<file path="src/rtl/vga_fb_wr_arbiter.sv">
// Write-port arbiter for the VGA frame-buffer RAM: CPU word writes share the port with a constant-fill engine.
// Optional: define VGA_FILL_INC_EN to make fill data ramp as fill_pattern + word index.
module vga_fb_wr_arbiter #(
    parameter int WORDS       = 9600,
    parameter int AW          = 14,
    parameter int DW          = 32,
    parameter int MAX_CPU_RUN = 4
) (
    input  logic          clock,
    input  logic          rst,
    input  logic          cpu_req,
    input  logic [AW-1:0] cpu_addr,
    input  logic [DW-1:0] cpu_data,
    output logic          cpu_gnt,
    output logic          cpu_oor,
    input  logic          fill_start,
    input  logic [AW-1:0] fill_base,
    input  logic [AW-1:0] fill_len,
    input  logic [DW-1:0] fill_pattern,
    output logic          fill_busy,
    output logic          fill_done,
    output logic [AW-1:0] wraddress,
    output logic [DW-1:0] data,
    output logic          wren
);

    typedef enum logic [1:0] {
        ST_IDLE = 2'd0,
        ST_FILL = 2'd1,
        ST_DONE = 2'd2
    } state_t;

    localparam logic [AW:0] WORDS_EXT = (AW+1)'(WORDS);
    localparam logic [3:0]  RUN_MAX   = 4'(MAX_CPU_RUN);

    state_t          state_r;
    state_t          state_next_s;
    logic [AW-1:0]   ptr_r;
    logic [AW:0]     end_r;
    logic [DW-1:0]   word_r;
    logic [3:0]      run_r;
    logic [AW-1:0]   wraddress_r;
    logic [DW-1:0]   data_r;
    logic            wren_r;
    logic            cpu_oor_r;

    logic            fill_req_s;
    logic            fill_done_s;
    logic            cpu_gnt_s;
    logic            cpu_win_s;
    logic            fill_win_s;
    logic            cpu_in_range_s;
    logic            fill_last_s;
    logic            start_valid_s;
    logic [AW:0]     fill_sum_s;
    logic [AW:0]     fill_end_s;

    // Start qualification and clipped end; AW+1 bits so base+len cannot wrap.
    always_comb begin
        start_valid_s  = (fill_len != {AW{1'b0}}) && ({1'b0, fill_base} < WORDS_EXT);
        fill_sum_s     = {1'b0, fill_base} + {1'b0, fill_len};
        if (fill_sum_s > WORDS_EXT) begin
            fill_end_s = WORDS_EXT;
        end else begin
            fill_end_s = fill_sum_s;
        end
        cpu_in_range_s = ({1'b0, cpu_addr} < WORDS_EXT);
        fill_last_s    = ({1'b0, ptr_r} == (end_r - (AW+1)'(1)));
    end

    // Fill FSM state register.
    always_ff @(posedge clock) begin
        if (rst) begin
            state_r <= ST_IDLE;
        end else begin
            state_r <= state_next_s;
        end
    end

    // Fill FSM next-state logic.
    always_comb begin
        state_next_s = state_r;
        case (state_r)
            ST_IDLE: begin
                if (fill_start) begin
                    if (start_valid_s) begin
                        state_next_s = ST_FILL;
                    end else begin
                        state_next_s = ST_DONE;
                    end
                end else begin
                    state_next_s = ST_IDLE;
                end
            end
            ST_FILL: begin
                if (fill_win_s && fill_last_s) begin
                    state_next_s = ST_DONE;
                end else begin
                    state_next_s = ST_FILL;
                end
            end
            ST_DONE: state_next_s = ST_IDLE;
            default: state_next_s = ST_IDLE;
        endcase
    end

    // Fill FSM outputs decoded from the state register.
    always_comb begin
        fill_req_s  = 1'b0;
        fill_done_s = 1'b0;
        case (state_r)
            ST_FILL: fill_req_s  = 1'b1;
            ST_DONE: fill_done_s = 1'b1;
            default: begin
                fill_req_s  = 1'b0;
                fill_done_s = 1'b0;
            end
        endcase
    end

    // CPU has priority until it has taken MAX_CPU_RUN slots in a row from a waiting fill.
    always_comb begin
        cpu_gnt_s = !(fill_req_s && (run_r == RUN_MAX));
        cpu_win_s = cpu_req && cpu_gnt_s;
        if (fill_req_s && !cpu_win_s) begin
            fill_win_s = 1'b1;
        end else begin
            fill_win_s = 1'b0;
        end
    end

    // Consecutive-CPU-grant counter while the fill is waiting.
    always_ff @(posedge clock) begin
        if (rst) begin
            run_r <= 4'd0;
        end else if (!fill_req_s) begin
            run_r <= 4'd0;
        end else if (fill_win_s) begin
            run_r <= 4'd0;
        end else if (cpu_win_s) begin
            run_r <= run_r + 4'd1;
        end else begin
            run_r <= run_r;
        end
    end

    // Fill pointer, end and data word; inputs are latched once so later changes are ignored.
    always_ff @(posedge clock) begin
        if (rst) begin
            ptr_r  <= '0;
            end_r  <= '0;
            word_r <= '0;
        end else if ((state_r == ST_IDLE) && fill_start && start_valid_s) begin
            ptr_r  <= fill_base;
            end_r  <= fill_end_s;
            word_r <= fill_pattern;
        end else if (fill_win_s) begin
            ptr_r  <= ptr_r + AW'(1);
`ifdef VGA_FILL_INC_EN
            word_r <= word_r + DW'(1);
`else
            word_r <= word_r;
`endif
        end else begin
            ptr_r  <= ptr_r;
            end_r  <= end_r;
            word_r <= word_r;
        end
    end

    // Registered RAM write port; out-of-range CPU writes are dropped and flagged.
    always_ff @(posedge clock) begin
        if (rst) begin
            wren_r      <= 1'b0;
            wraddress_r <= '0;
            data_r      <= '0;
            cpu_oor_r   <= 1'b0;
        end else begin
            wren_r    <= 1'b0;
            cpu_oor_r <= 1'b0;
            if (cpu_win_s) begin
                if (cpu_in_range_s) begin
                    wren_r      <= 1'b1;
                    wraddress_r <= cpu_addr;
                    data_r      <= cpu_data;
                end else begin
                    cpu_oor_r   <= 1'b1;
                end
            end else if (fill_win_s) begin
                wren_r      <= 1'b1;
                wraddress_r <= ptr_r;
                data_r      <= word_r;
            end else begin
                wraddress_r <= wraddress_r;
                data_r      <= data_r;
            end
        end
    end

    assign cpu_gnt   = cpu_gnt_s;
    assign cpu_oor   = cpu_oor_r;
    assign fill_busy = fill_req_s;
    assign fill_done = fill_done_s;
    assign wraddress = wraddress_r;
    assign data      = data_r;
    assign wren      = wren_r;

endmodule

</file>
<file path="config.mk">
export PLATFORM = sky130hd
export DESIGN_NAME = vga_fb_wr_arbiter
export DESIGN_NICKNAME = d
export VERILOG_FILES = /design/src/rtl/vga_fb_wr_arbiter.sv
export SDC_FILE = /design/constraint.sdc
export NUM_CORES = 1
export LEC_CHECK = 0
export CORE_MARGIN = 5
export CORE_UTILIZATION = 44
export DETAILED_ROUTE_END_ITERATION = 7
export GPL_TIMING_DRIVEN = 0
export PLACE_DENSITY = 0.88
export REMOVE_ABC_BUFFERS = 1
export SETUP_SLACK_MARGIN = 0.4
export SLEW_MARGIN = 20
export SYNTH_ARGS = -nofsm -noshare
export SYNTH_HDL_FRONTEND = slang
export SYNTH_SLANG_ARGS = --single-unit
</file>
<file path="constraint.sdc">
create_clock -name clock -period 3.2 [get_ports clock]
set_clock_uncertainty 0.1 [all_clocks]
set_input_delay 0.64 -clock clock [delete_from_list [all_inputs] [get_ports clock]]
set_output_delay 0.64 -clock clock [all_outputs]
set_load 0.1 [all_outputs]
</file>
==> results.json, run 1 <==
{
  "hold_depth": 2,
  "clock_path_buffers": 2,
  "antenna_found_initial": 0,
  "cpMaxStageDelayCell": "clkdlybuf4s50_1",
  "syn_area_um2": 5990,
  "fmax_ghz": 0.345,
  "crit_path_end": "end_r[2]$_SDFFE_PP0P_",
  "timing.rr.end": "state_r[1]$_SDFF_PP0_",
  "crit_start": "fill_base[9]",
  "critPathMaxFanout": 8,
  "synth_ff_type": "dfxtp_1",
  "path_clk_slew_ns": 0.06,
  "drive_above_1_share": 0.148,
  "initial_core_util": 0.450,
  "dr.pass1.iters": 5,
  "postRouteAntennaNets": 0,
  "power.total_mw": 5.15,
  "yosysTopAreaCellShare": 0.384,
  "synth_edf_count": 0,
  "critPathLaunchType": "input port",
  "die_area_um2": 16000,
  "endpoint_kind": "register",
  "synth_cell_type_count": 61,
  "yosysWarnings": 0,
  "via_count": 6003,
  "area_delta_synth_final_pct": 50.6,
  "r2r_start": "run_r[0]$_SDFFE_PP0P_",
  "viasPerCell": 5.65,
  "dp_hpwl_um": 12800,
  "portBuffers": 160,
  "path_class": "in -> reg",
  "fin_crit_sh": 0.906,
  "clk_latency_ns": 0.41,
  "grt_pass1_vias": 5890,
  "coreArea_um2": 13300,
  "drt_iter0_drc": 349,
  "worst_hold_slack_ns": 0.353,
  "antennaDiodeCount": 0,
  "ys_seq_elements": 115,
  "path_depth": 10,
  "maxCapViolCount": 0,
  "gr-total-overflow": 0,
  "p_leak_nw": 3.48,
  "cts_root_buf": "clkbuf_16",
  "slew_headroom": 0.322,
  "final_nets": 1002,
  "die_w_um": 127,
  "ios": 161,
  "grt_pass1_wl_um": 28900,
  "track_usage": 0.220,
  "synthCells": 705,
  "ys_top_cells_by_area": "dfxtp_1 38%, mux2i_1 8.2%, a211oi_1 7.8%",
  "powerDensity_nw_per_um2": 570,
  "cts_max_level": 4,
  "grt_max_degree": 67,
  "path_cells": "clkdlybuf4s50_1 > ha_2 > nand4_1 > o221ai_2 > a211oi_2 > o311a_1 > and2b_2 > buf_4 > o311ai_4 > nand2_1",
  "tightest_slew_ns": 1.01,
  "post-synth-top-count-cell": "dfxtp_1",
  "setup_viol": 0,
  "period_needed_ns": 2.90,
  "maxSlewViolCount": 0,
  "synth.avg_cell_area_um2": 8.49,
  "drt_wl_total_um": 18400,
  "ir_drop_v": 0.000364,
  "cts_tree": "yes",
  "num_rows": 42,
  "fin_setup_tns_ns": 0,
  "r2r_slack_ns": 0.64,
  "yosys.area.top_type": "dfxtp_1",
  "cts_inserted_buffers": 17,
  "cp_top_family": "compound AO/OA/AOI/OAI gates",
  "critPathBufInv": 2,
  "synth_commonest_cells": "115 x dfxtp_1, 92 x nand2_1, 72 x nor2_1",
  "place_congestion": 0.854,
  "yosysSeqAreaShare": 0.384,
  "status": "complete, no violations",
  "drt-wirelength-per-cell_um": 17.4,
  "hold_viol": 0,
  "drc": 0,
  "reg2regPathDepth": 10,
  "rsz0062_at_grt": "yes",
  "cp.arrival_ns": 3.09,
  "worstPathRequired_ns": 3.39,
  "clock_sinks": 115,
  "die_height_um": 127,
  "hold_class": "reg -> reg",
  "max_stage_delay_ns": 0.49,
  "synthArstFlopShare": 0
}
-- flip-flops by register name, indices dropped and copies added, names as in the netlist --
name / cells
ptr_r: 14
wren: 1
end_r: 15
run_r: 4
wraddress: 14
word_r: 32
cpu_oor: 1
state_r: 2
data: 32
-- through the flow --
stage                     setup slack, ns  cells  utilization  instance area [um2]
final                               0.302   1062        0.679                 9020
after detailed placement           -0.662   1012        0.597                 7930
after floorplan                     -6.27    662            -                 5830
after global placement             -11.29    998        0.575                 7650
after CTS                           0.318   1054        0.663                 8810
after global routing                0.233   1062        0.679                 9020
-- worst min path at each step --
| stage | start | end | slack, ns |
|---|---|---|---|
| floorplan | word_r[0]$_SDFFE_PP0P_ | word_r[0]$_SDFFE_PP0P_ | 0.33 |
| global placement | word_r[22]$_SDFFE_PP0P_ | word_r[22]$_SDFFE_PP0P_ | 0.34 |
| detailed placement | word_r[19]$_SDFFE_PP0P_ | word_r[19]$_SDFFE_PP0P_ | 0.35 |
| CTS | word_r[19]$_SDFFE_PP0P_ | word_r[19]$_SDFFE_PP0P_ | 0.36 |
| global route | word_r[12]$_SDFFE_PP0P_ | word_r[12]$_SDFFE_PP0P_ | 0.37 |
| finish | word_r[16]$_SDFFE_PP0P_ | word_r[16]$_SDFFE_PP0P_ | 0.35 |
-- kinds of logic (layout without fill, tap and decap cells) --
group,count (synthesis),count (layout),synth area share
and+or+nand+nor,244,244,0.191
AOI/OAI and AO/OA,178,179,0.206
buffers and inverters,61,240,0.0382
xor gates and xnor gates,38,39,0.0556
DFF,115,115,0.384
muxes,50,50,0.0838
adders and majority gates,19,19,0.0410
-- worst reg2reg max path, cell delays in order (launching register included) --
cell and delay (ns):
dfxtp_1 0.33, inv_1 0.07, ha_1 0.14, nand3b_1 0.14
o21ai_4 0.24, buf_16 0.20, nand2_2 0.17, nor4_1 0.31
nand4_1 0.15, or4_1 0.41, a211oi_1 0.22
-- placed cells by master (no fill, tap or decap), types with 7 or more instances in the layout --
cell,count
clkdlybuf4s50_1,141
dfxtp_1,115
nand2_1,91
nor2_1,72
a211oi_1,60
a21oi_1,48
mux2i_1,48
buf_4,21
xor2_1,20
inv_1,18
clkbuf_16,17
xnor2_1,14
nand3_1,13
ha_4,10
dlygate4sd2_1,10
o21ai_1,9
nor3_1,8
buf_16,7
-- cell type report --
class,instances,area (um2)
Sequential cell,115,2300
Clock inverter,14,163
Clock buffer,18,439
Timing Repair Buffer,190,1970
Multi-Input combinational cell,531,3860
Inverter,18,67.6
Tap cell,176,220
Fill cell,980,4270
-- routing by layer --
| metal | up-vias | routed length, um | GRT usage |
|---|---|---|---|
| li1 | 2898 | - | - |
| met3 | 40 | 1170 | 0.0462 |
| met1 | 2808 | 7710 | 0.266 |
| met4 | 0 | 455 | 0.0871 |
| met2 | 257 | 9090 | 0.380 |
| met5 | - | 0 | 0 |
-- repair_timing --
action	in CTS	in global routing
endpoints found under the hold margin	0	0
setup endpoints to repair	59	31
pin swaps	16	26
gates resized for setup	66	34
hold buffers	0	0
gates cloned	2	0
setup buffers	8	8
-- where the power goes --
part / internal [mW] / switching, mW / total (mW)
Clock: 1.24 / 0.676 / 1.91
Sequential: 1.55 / 0.0944 / 1.64
Combinational: 0.614 / 0.978 / 1.59
Power figures use the tool's default switching activity.
==> run 2, diff against run 1 <==
--- a/config.mk
+++ b/config.mk
@@ -6,10 +6,11 @@
 export NUM_CORES = 1
 export LEC_CHECK = 0
 export CORE_MARGIN = 5
-export CORE_UTILIZATION = 44
+export CORE_UTILIZATION = 49
 export DETAILED_ROUTE_END_ITERATION = 7
 export GPL_TIMING_DRIVEN = 0
-export PLACE_DENSITY = 0.88
+export HOLD_SLACK_MARGIN = 0.05
+export PLACE_DENSITY = 0.92
 export REMOVE_ABC_BUFFERS = 1
 export SETUP_SLACK_MARGIN = 0.4
 export SLEW_MARGIN = 20
==> constraint.sdc (replaced) <==
create_clock -name clock -period 3.1 [get_ports clock]
set_clock_uncertainty 0.1 [all_clocks]
set_input_delay 0.62 -clock clock [delete_from_list [all_inputs] [get_ports clock]]
set_output_delay 0.62 -clock clock [all_outputs]
set_load 0.1 [all_outputs]
==> results.json, run 2 (same netlist as run 1, synthesis figures left out) <==
{
  "finish.utilization": 0.754,
  "drive_above_1_share": 0.149,
  "ir_drop_v": 0.000499,
  "die_height_um": 121,
  "hold_class": "reg -> reg",
  "path_cells": "buf_8 > ha_4 > fa_2 > a21o_1 > a221oi_4 > buf_6 > mux2i_4 > nor4_2 > buf_4 > a2111oi_4 > o31ai_4 > o21ai_1",
  "critPathMaxFanout": 5,
  "powerDensity_nw_per_um2": 617,
  "path_class": "in -> reg",
  "rsz0062_at_grt": "yes",
  "die_w_um": 121,
  "final_nets": 1002,
  "path_clk_slew_ns": 0.05,
  "cts_inserted_buffers": 17,
  "portBuffers": 160,
  "cts_max_level": 4,
  "dp_slack_ns": -0.751,
  "worst_hold_slack_ns": 0.357,
  "hold_viol": 0,
  "setup_viol": 0,
  "drt_iter0_drc": 563,
  "fin_setup_tns_ns": 0,
  "die_area_um2": 14500,
  "tightest_slew_ns": 1.05,
  "drc": 0,
  "worstPathRequired_ns": 3.34,
  "antenna_found_initial": 0,
  "viasPerCell": 5.83,
  "final_common_cell": "clkdlybuf4s50_1",
  "critPathLaunchType": "input port",
  "drt-wirelength-per-cell_um": 18.2,
  "clock_sinks": 115,
  "via_count": 6023,
  "clk_latency_ns": 0.41,
  "initial_core_util": 0.499,
  "num_rows": 40,
  "maxSlewViolCount": 0,
  "cp.arrival_ns": 3.07,
  "fmax_ghz": 0.353,
  "cts_root_buf": "clkbuf_16",
  "postRouteAntennaNets": 0,
  "status": "complete, no violations",
  "dp_hpwl_um": 12600,
  "clock_path_buffers": 2,
  "grt_max_degree": 71,
  "filler_cell_count": 778,
  "maxCapViolCount": 0,
  "power.total_mw": 5.58,
  "slew_headroom": 0.301,
  "max_stage_delay_ns": 0.37,
  "setup_slack_ns": 0.266,
  "fin_crit_sh": 0.914,
  "ios": 161,
  "place_congestion": 0.859,
  "coreArea_um2": 12000,
  "antennaDiodeCount": 0,
  "endpoint_kind": "register",
  "track_usage": 0.247,
  "p_leak_nw": 3.56,
  "holdBufCountCts": 0,
  "final_cell_mix": "136 x clkdlybuf4s50_1, 115 x dfxtp_1, 89 x nand2_1, 70 x nor2_1, 60 x a211oi_1",
  "gr-total-overflow": 0,
  "dr.pass1.iters": 5,
  "grt_pass1_vias": 5921,
  "area_delta_synth_final_pct": 51.3,
  "grt_pass1_wl_um": 28900,
  "cts_tree": "yes",
  "cpMaxStageDelayCell": "a2111oi_4",
  "drt_wl_total_um": 18800,
  "period_needed_ns": 2.83
}
run 2: changes by cell type in the layout (fill, tap and decap cells not counted), sizes merged:
cell,before,now
clkinv,7,5
inv,18,19
dlygate4sd2,10,13
o21ai,20,19
clkdlybuf4s50,141,136
clkinvlp,4,1
buf,34,36
bufinv,3,6
dlymetal6s2s,2,4
run 2: worst paths after layout:
kind	end	start	cells past startpoint	slack [ns]
hold reg to reg	word_r[8]$_SDFFE_PP0P_	word_r[8]$_SDFFE_PP0P_	2	0.36
hold / removal	word_r[8]$_SDFFE_PP0P_	word_r[8]$_SDFFE_PP0P_	2	0.36
setup / recovery	end_r[0]$_SDFFE_PP0P_	fill_len[0]	12	0.27
setup reg to reg	state_r[1]$_SDFF_PP0_	end_r[0]$_SDFFE_PP0P_	9	0.57
run 2: critical path, delay by kind of cell:
kind / cells / cell delay (ns)
AO/OA/AOI/OAI: 5 / 1.18
buffers and inverters: 3 / 0.43
multiplexers: 1 / 0.24
AND/OR/NAND/NOR: 1 / 0.08
adder cells (fa/ha/maj): 2 / 0.51
run 2: stage by stage:
stage                     instance area (um2)  instances
final                                    9060       1033
after floorplan                          5830        662
after global routing                     9060       1033
after detailed placement                 7900        983
after CTS                                8850       1025
after global placement                   7610        969
run 2: cell type report:
cell class | instances | area [um2] | share of cell area
multi-input cells | 530 | 3840 | 0.424
flip-flops and latches | 115 | 2300 | 0.254
repair buffers | 191 | 1980 | 0.219
clock buffers | 19 | 453 | 0.0500
clock inverters | 13 | 229 | 0.0253
well taps | 147 | 184 | 0.0203
inverters | 18 | 67.6 | 0.00746
run 2: per-layer routing:
layer / share of wire / vias up / wire (um) / track usage
li1: - / 2883 / - / -
met2: 0.50 / 260 / 9470 / 0.440
met3: 0.068 / 37 / 1270 / 0.0468
met4: 0.024 / 0 / 456 / 0.0970
met5: 0 / - / 0 / 0
met1: 0.40 / 2843 / 7580 / 0.292
run 2: power breakdown:
| group | switching (mW) | internal (mW) |
|---|---|---|
| Sequential | 0.0997 | 1.60 |
| Combinational | 1.01 | 0.639 |
| Clock | 0.693 | 1.55 |
run 2: repair_timing:
| item | in CTS | in global routing |
|---|---|---|
| pin swaps | 15 | 13 |
| gates resized for setup | 71 | 40 |
| setup buffers | 9 | 8 |
| cloned | 1 | 0 |
| endpoints found under the hold margin | 0 | 0 |
| endpoints found under the setup margin | 70 | 16 |
